File: config.mk
export PLATFORM = sky130hd
export DESIGN_NAME = sif_xa_responder
export DESIGN_NICKNAME = d
export VERILOG_FILES = /design/src/rtl/sif_xa_responder.sv
export SDC_FILE = /design/constraint.sdc
export NUM_CORES = 1
export LEC_CHECK = 0
export BUFFER_PORTS_ARGS = -buffer_cell sky130_fd_sc_hd__buf_2
export CAP_MARGIN = 20
export CORE_MARGIN = 3
export CORE_UTILIZATION = 45
export CTS_CLUSTER_DIAMETER = 80
export DETAILED_ROUTE_END_ITERATION = 8
export PLACE_DENSITY = 0.7
export SYNTH_ARGS = -nofsm -noshare
export SYNTH_HDL_FRONTEND = slang
export SYNTH_SLANG_ARGS = --single-unit
File: constraint.sdc
create_clock -name clk -period 4.5 [get_ports clk]
set_input_delay 0.45 -clock clk [delete_from_list [all_inputs] [get_ports clk]]
set_output_delay 0.45 -clock clk [all_outputs]
set_load 0.01 [all_outputs]
File: src/rtl/sif_xa_responder.sv
// Strobe-driven register-file responder: single-cycle writes, fixed-latency reads, illegal-code flagging.
// Optional macro SIF_XA_ILL_CNT_EN maps a saturating illegal-operation counter onto the top address.
module sif_xa_responder #(
    parameter int ADDR_W = 4,
    parameter int DATA_W = 8,
    parameter int RD_LAT = 2
) (
    input  logic              clk,
    input  logic              rst_n,
    input  logic              xa_wr_st,
    input  logic              xa_rd_st,
    input  logic [ADDR_W-1:0] xa_addr,
    input  logic [DATA_W-1:0] xa_wdata,
    output logic [DATA_W-1:0] xa_rdata,
    output logic              xa_rd_vld,
    output logic              xa_busy,
    output logic              xa_err
);

    localparam int DEPTH = 1 << ADDR_W;
    localparam int CNT_W = (RD_LAT > 1) ? $clog2(RD_LAT) : 1;
    localparam logic [CNT_W-1:0] CNT_INIT = CNT_W'(RD_LAT - 1);

    typedef enum logic [1:0] {
        IDLE    = 2'd0,
        WR      = 2'd1,
        RD_WAIT = 2'd2,
        RD_RESP = 2'd3
    } state_t;

    state_t            state_r;
    state_t            state_s;
    logic [CNT_W-1:0]  cnt_r;
    logic [CNT_W-1:0]  cnt_s;
    logic [ADDR_W-1:0] addr_r;
    logic [ADDR_W-1:0] addr_s;
    logic [DATA_W-1:0] mem_r [DEPTH];
    logic [DATA_W-1:0] rd_val_s;
    logic              wr_en_s;
    logic              wr_mem_s;
    logic              ill_s;
    logic [DATA_W-1:0] rdata_r;
    logic              rd_vld_r;
    logic              busy_r;
    logic              err_r;

`ifdef SIF_XA_ILL_CNT_EN
    localparam logic [ADDR_W-1:0] ADDR_MAX = '1;
    logic [7:0] ill_cnt_r;
    logic       cnt_clr_s;
`endif

    // Next-state decode; strobes are only looked at while idle
    always_comb begin
        state_s = state_r;
        cnt_s   = cnt_r;
        addr_s  = addr_r;
        wr_en_s = 1'b0;
        ill_s   = 1'b0;
        case (state_r)
            IDLE: begin
                case ({xa_wr_st, xa_rd_st})
                    2'b10: begin
                        wr_en_s = 1'b1;
                        state_s = WR;
                    end
                    2'b01: begin
                        addr_s = xa_addr;
                        if (RD_LAT == 1) begin
                            cnt_s   = '0;
                            state_s = RD_RESP;
                        end else begin
                            cnt_s   = CNT_INIT;
                            state_s = RD_WAIT;
                        end
                    end
                    2'b11: begin
                        ill_s = 1'b1;
                    end
                    default: begin
                        state_s = IDLE;
                    end
                endcase
            end
            WR: begin
                state_s = IDLE;
            end
            RD_WAIT: begin
                if (cnt_r <= CNT_W'(1)) begin
                    cnt_s   = '0;
                    state_s = RD_RESP;
                end else begin
                    cnt_s = cnt_r - CNT_W'(1);
                end
            end
            RD_RESP: begin
                state_s = IDLE;
            end
            default: begin
                state_s = IDLE;
                cnt_s   = '0;
            end
        endcase
    end

    // Read source and write routing; the top address is diverted to the counter when enabled
    always_comb begin
        rd_val_s = mem_r[addr_s];
        wr_mem_s = wr_en_s;
`ifdef SIF_XA_ILL_CNT_EN
        cnt_clr_s = wr_en_s && (xa_addr == ADDR_MAX);
        if (addr_s == ADDR_MAX) begin
            rd_val_s = DATA_W'(ill_cnt_r);
        end else begin
            rd_val_s = mem_r[addr_s];
        end
        if (xa_addr == ADDR_MAX) begin
            wr_mem_s = 1'b0;
        end else begin
            wr_mem_s = wr_en_s;
        end
`endif
    end

    // FSM state, latency counter and latched read address
    always_ff @(posedge clk or negedge rst_n) begin
        if (!rst_n) begin
            state_r <= IDLE;
            cnt_r   <= '0;
            addr_r  <= '0;
        end else begin
            state_r <= state_s;
            cnt_r   <= cnt_s;
            addr_r  <= addr_s;
        end
    end

    // Register file storage
    always_ff @(posedge clk or negedge rst_n) begin
        if (!rst_n) begin
            for (int i = 0; i < DEPTH; i++) begin
                mem_r[i] <= '0;
            end
        end else if (wr_mem_s) begin
            mem_r[xa_addr] <= xa_wdata;
        end
    end

`ifdef SIF_XA_ILL_CNT_EN
    // Saturating illegal-operation counter, cleared by any write to the top address
    always_ff @(posedge clk or negedge rst_n) begin
        if (!rst_n) begin
            ill_cnt_r <= 8'd0;
        end else if (cnt_clr_s) begin
            ill_cnt_r <= 8'd0;
        end else if (ill_s && (ill_cnt_r != 8'hFF)) begin
            ill_cnt_r <= ill_cnt_r + 8'd1;
        end
    end
`endif

    // Registered outputs derived from the state being entered
    always_ff @(posedge clk or negedge rst_n) begin
        if (!rst_n) begin
            rdata_r  <= '0;
            rd_vld_r <= 1'b0;
            busy_r   <= 1'b0;
            err_r    <= 1'b0;
        end else begin
            rdata_r  <= (state_s == RD_RESP) ? rd_val_s : '0;
            rd_vld_r <= (state_s == RD_RESP);
            busy_r   <= (state_s != IDLE);
            err_r    <= ill_s;
        end
    end

    assign xa_rdata  = rdata_r;
    assign xa_rd_vld = rd_vld_r;
    assign xa_busy   = busy_r;
    assign xa_err    = err_r;

endmodule

==> metrics <==
outcome completed; starting density of the core 47.2%; I/O Buffers 26; first-pass GRT wire length 21900 µm; antenna cells 0; Multi-input gate area 0.00267 mm²; CP cell instances nor4b_4 > mux2i_1 > inv_1 > buf_4 > mux4_2 > a22oi_1 > nand2_1; Setup WS pre-CTS 1.26 ns; mapped cell area 0.00640 mm²; CP Buf/Inv Count 2; crit end category flip-flop; post-CTS sizing 0; Die Y 125 µm; CP Class flip-flop to flip-flop; startpoint types flip-flop; routability cong. 0.889; vias per inst 5.68; Pwr Total 4.62 mW; die area 0.0157 mm²; part of the power in registers 40.9%; final antenna-violating net count 0; CP arrival 3.42 ns; clock root buffer clkbuf_16; Int Pwr 3.39 mW; net load switching power 1.23 mW; router iterations before antenna repair 4; worst rel slew slack 29.6%; layout cell share with drive strength beyond 1 50.8%; Synth area leader dfrtp_1; Clock Path Buffers 2; Critical Path Stages 7; Tcrit/Tclk final 69.8%; # hold bufs at CTS 0; FF-to-FF End xa_rdata[7]; H-Tree Depth 4; max-cap violations 0; design area 0.00741 mm²; Net Count, Synth 425; Post-CTS Setup Repair Bufs 0; Final Hold Vio Count 0; minimum clock period 3.14 ns; DRT Wirelength 13300 µm; Reg-to-Reg Start state_r[0]; Worst Setup EP xa_rdata[7]; GRT Total Usage 18.3%; vias in the first global route 3973; Final Max Tran Viols 0; largest net degree at the start of global routing 123; sw frac 26.7%; dpl cells 595; worst-skew pair later-pin latency 0.42 ns; Hold WC Path Type input port to flip-flop; hpwl dp 8450 µm; Mean Syn Cell Area 15.7 µm²; Iteration-0 DRC Markers 261; Final Non-Filler Cells 629; worst clock skew 0.00724 ns; CP max stage cell inv_1; Die Wd 125 µm; num ports 27; fillers 1084; Least-Margin Pin Slew 1.06 ns; CTS tree yes; Gate Count Post-Synth 409; Sum Neg Setup Slack 0 ns; final setup fails 0; reg2reg setup slack 1.36 ns; warnings from Yosys 0; fmax 319 MHz; Logic pwr share 24.3%; Top Family by Delay on Critical Path buffers and inverters; setup slack after layout 1.36 ns; FF+latch count, synth 145; FF-to-FF path depth 7; CTS clk-pin slew, worst paths 0.06 ns; PwrDens 624 mW/mm²; CP Data Required Time 4.78 ns; beginning of the critical path state_r[0]; CTS sink count 145; Max VDD drop 0.000380 V; Core ar. 0.0136 mm²; # rows 42; Unique masters post-synth 29; DRC 0; drt wl/cell 21.2 µm; RSZ-0062 raised after global routing no; P_leak 3.50 nW; Synth top area share 56.7%; synth top area cells dfrtp_1 (57%), mux2_2 (23%), mux4_2 (9.8%); # nets final 456; Post-DP Area 0.00669 mm²; FF/Latch Area 0.00363 mm²; TritonCTS Buffers 17; initial antenna violation count 0; Layout area overhead 15.7%; Clock power frac 34.8%; GR Overflow Total 0; vias 3575; critical path's largest stage delay 0.79 ns; CP Max Fanout 22; Seq/Total Area, Yosys 56.7%
## cell families after synthesis
family	count (synthesis)	share of synthesized area, %
DFF	145	56.7
AOI/OAI and AO/OA	19	2.29
buffers and inverters	21	1.60
muxes	168	34.3
and+or+nand+nor	56	5.12
## how the worst min path moves through the flow
stage / from / to / slack [ns] / depth (start not counted)
detailed placement: mem_r[118] / mem_r[118] / 0.48 / 1
finish: xa_rd_st / xa_err / 0.32 / 3
global placement: mem_r[118] / mem_r[118] / 0.46 / 1
floorplan: rst_n / addr_r[0] / 0.15 / 0
global route: xa_rd_st / xa_err / 0.32 / 3
CTS: rst_n / mem_r[55] / 0.26 / 1
## power by group through the flow
| stage | sequential, mW | clock [mW] | combinational [mW] |
|---|---|---|---|
| final | 1.89 | 1.61 | 1.13 |
| after global placement | 1.89 | 0 | 1.09 |
| after CTS | 1.89 | 1.63 | 1.14 |
| after floorplan | 1.86 | 0 | 0.892 |
| after global routing | 1.94 | 1.69 | 1.22 |
| after detailed placement | 1.91 | 0 | 1.14 |
## cells in the final DEF, fill, tap and decap left out, types with 3 or more instances in the layout
| cell type | Yosys | layout |
|---|---|---|
| buf_4 | 2 | 3 |
| a22oi_1 | 14 | 14 |
| dfrtp_1 | 145 | 145 |
| clkbuf_16 | 0 | 17 |
| buf_2 | 1 | 25 |
| clkinv_2 | 0 | 3 |
| nor2b_1 | 5 | 5 |
| bufinv_16 | 0 | 6 |
| nor2_1 | 14 | 14 |
| nand3_1 | 3 | 3 |
| mux2_2 | 131 | 132 |
| nand2_1 | 21 | 21 |
| mux2i_1 | 6 | 6 |
| mux4_2 | 28 | 28 |
## routing by layer
layer | wire (µm) | vias to the layer above | global-route usage [%]
li1 | - | 1594 | -
met1 | 5830 | 1889 | 23.8
met2 | 6650 | 74 | 29.9
met3 | 597 | 18 | 5.03
met4 | 239 | 0 | 6.38
met5 | 0 | - | 0
## worst register-to-register path, stage by stage, from the launching register on
cell and delay (ns):
dfrtp_1 0.47, nor4b_4 0.41, mux2i_1 0.19, inv_1 0.79
buf_4 0.38, mux4_2 0.31, a22oi_1 0.36, nand2_1 0.09
## sequential cells by signal (all words and copies together), names as in the netlist
register / count
mem_r: 128
addr_r: 4
xa_rd_vld: 1
state_r: 2
xa_busy: 1
xa_rdata: 8
xa_err: 1
## final cells by class
cell class	instances	share of cell area, %
Inverter	2	0.101
Clock inverter	13	3.09
Sequential cell	145	49.0
Multi-Input combinational cell	243	36.1
Clock buffer	19	6.11
Timing Repair Buffer	31	2.65
Tap cell	176	2.97
## synthesized netlist by cell type (all sizes together)
master  instances
a22o            1
nor2           15
nor4b           2
a221o           1
or3b            1
o32a            1
mux4           28
buf             5
nor2b           5
nand3           3
mux2i           6
dfrtp         145
clkbuf         14
nor3            5
nand2b          1
o22ai           2
and3            1
nand2          21
mux2          134
nor3b           2
inv             2
a22oi          14
## metrics by stage
stage	utilization [%]	hold WS [ns]
final	54.6	0.321
after floorplan	-	0.154
after detailed placement	49.3	0.479
after global routing	54.6	0.324
after CTS	54.4	0.258
after global placement	49.3	0.465
Power figures use the tool's default switching activity.
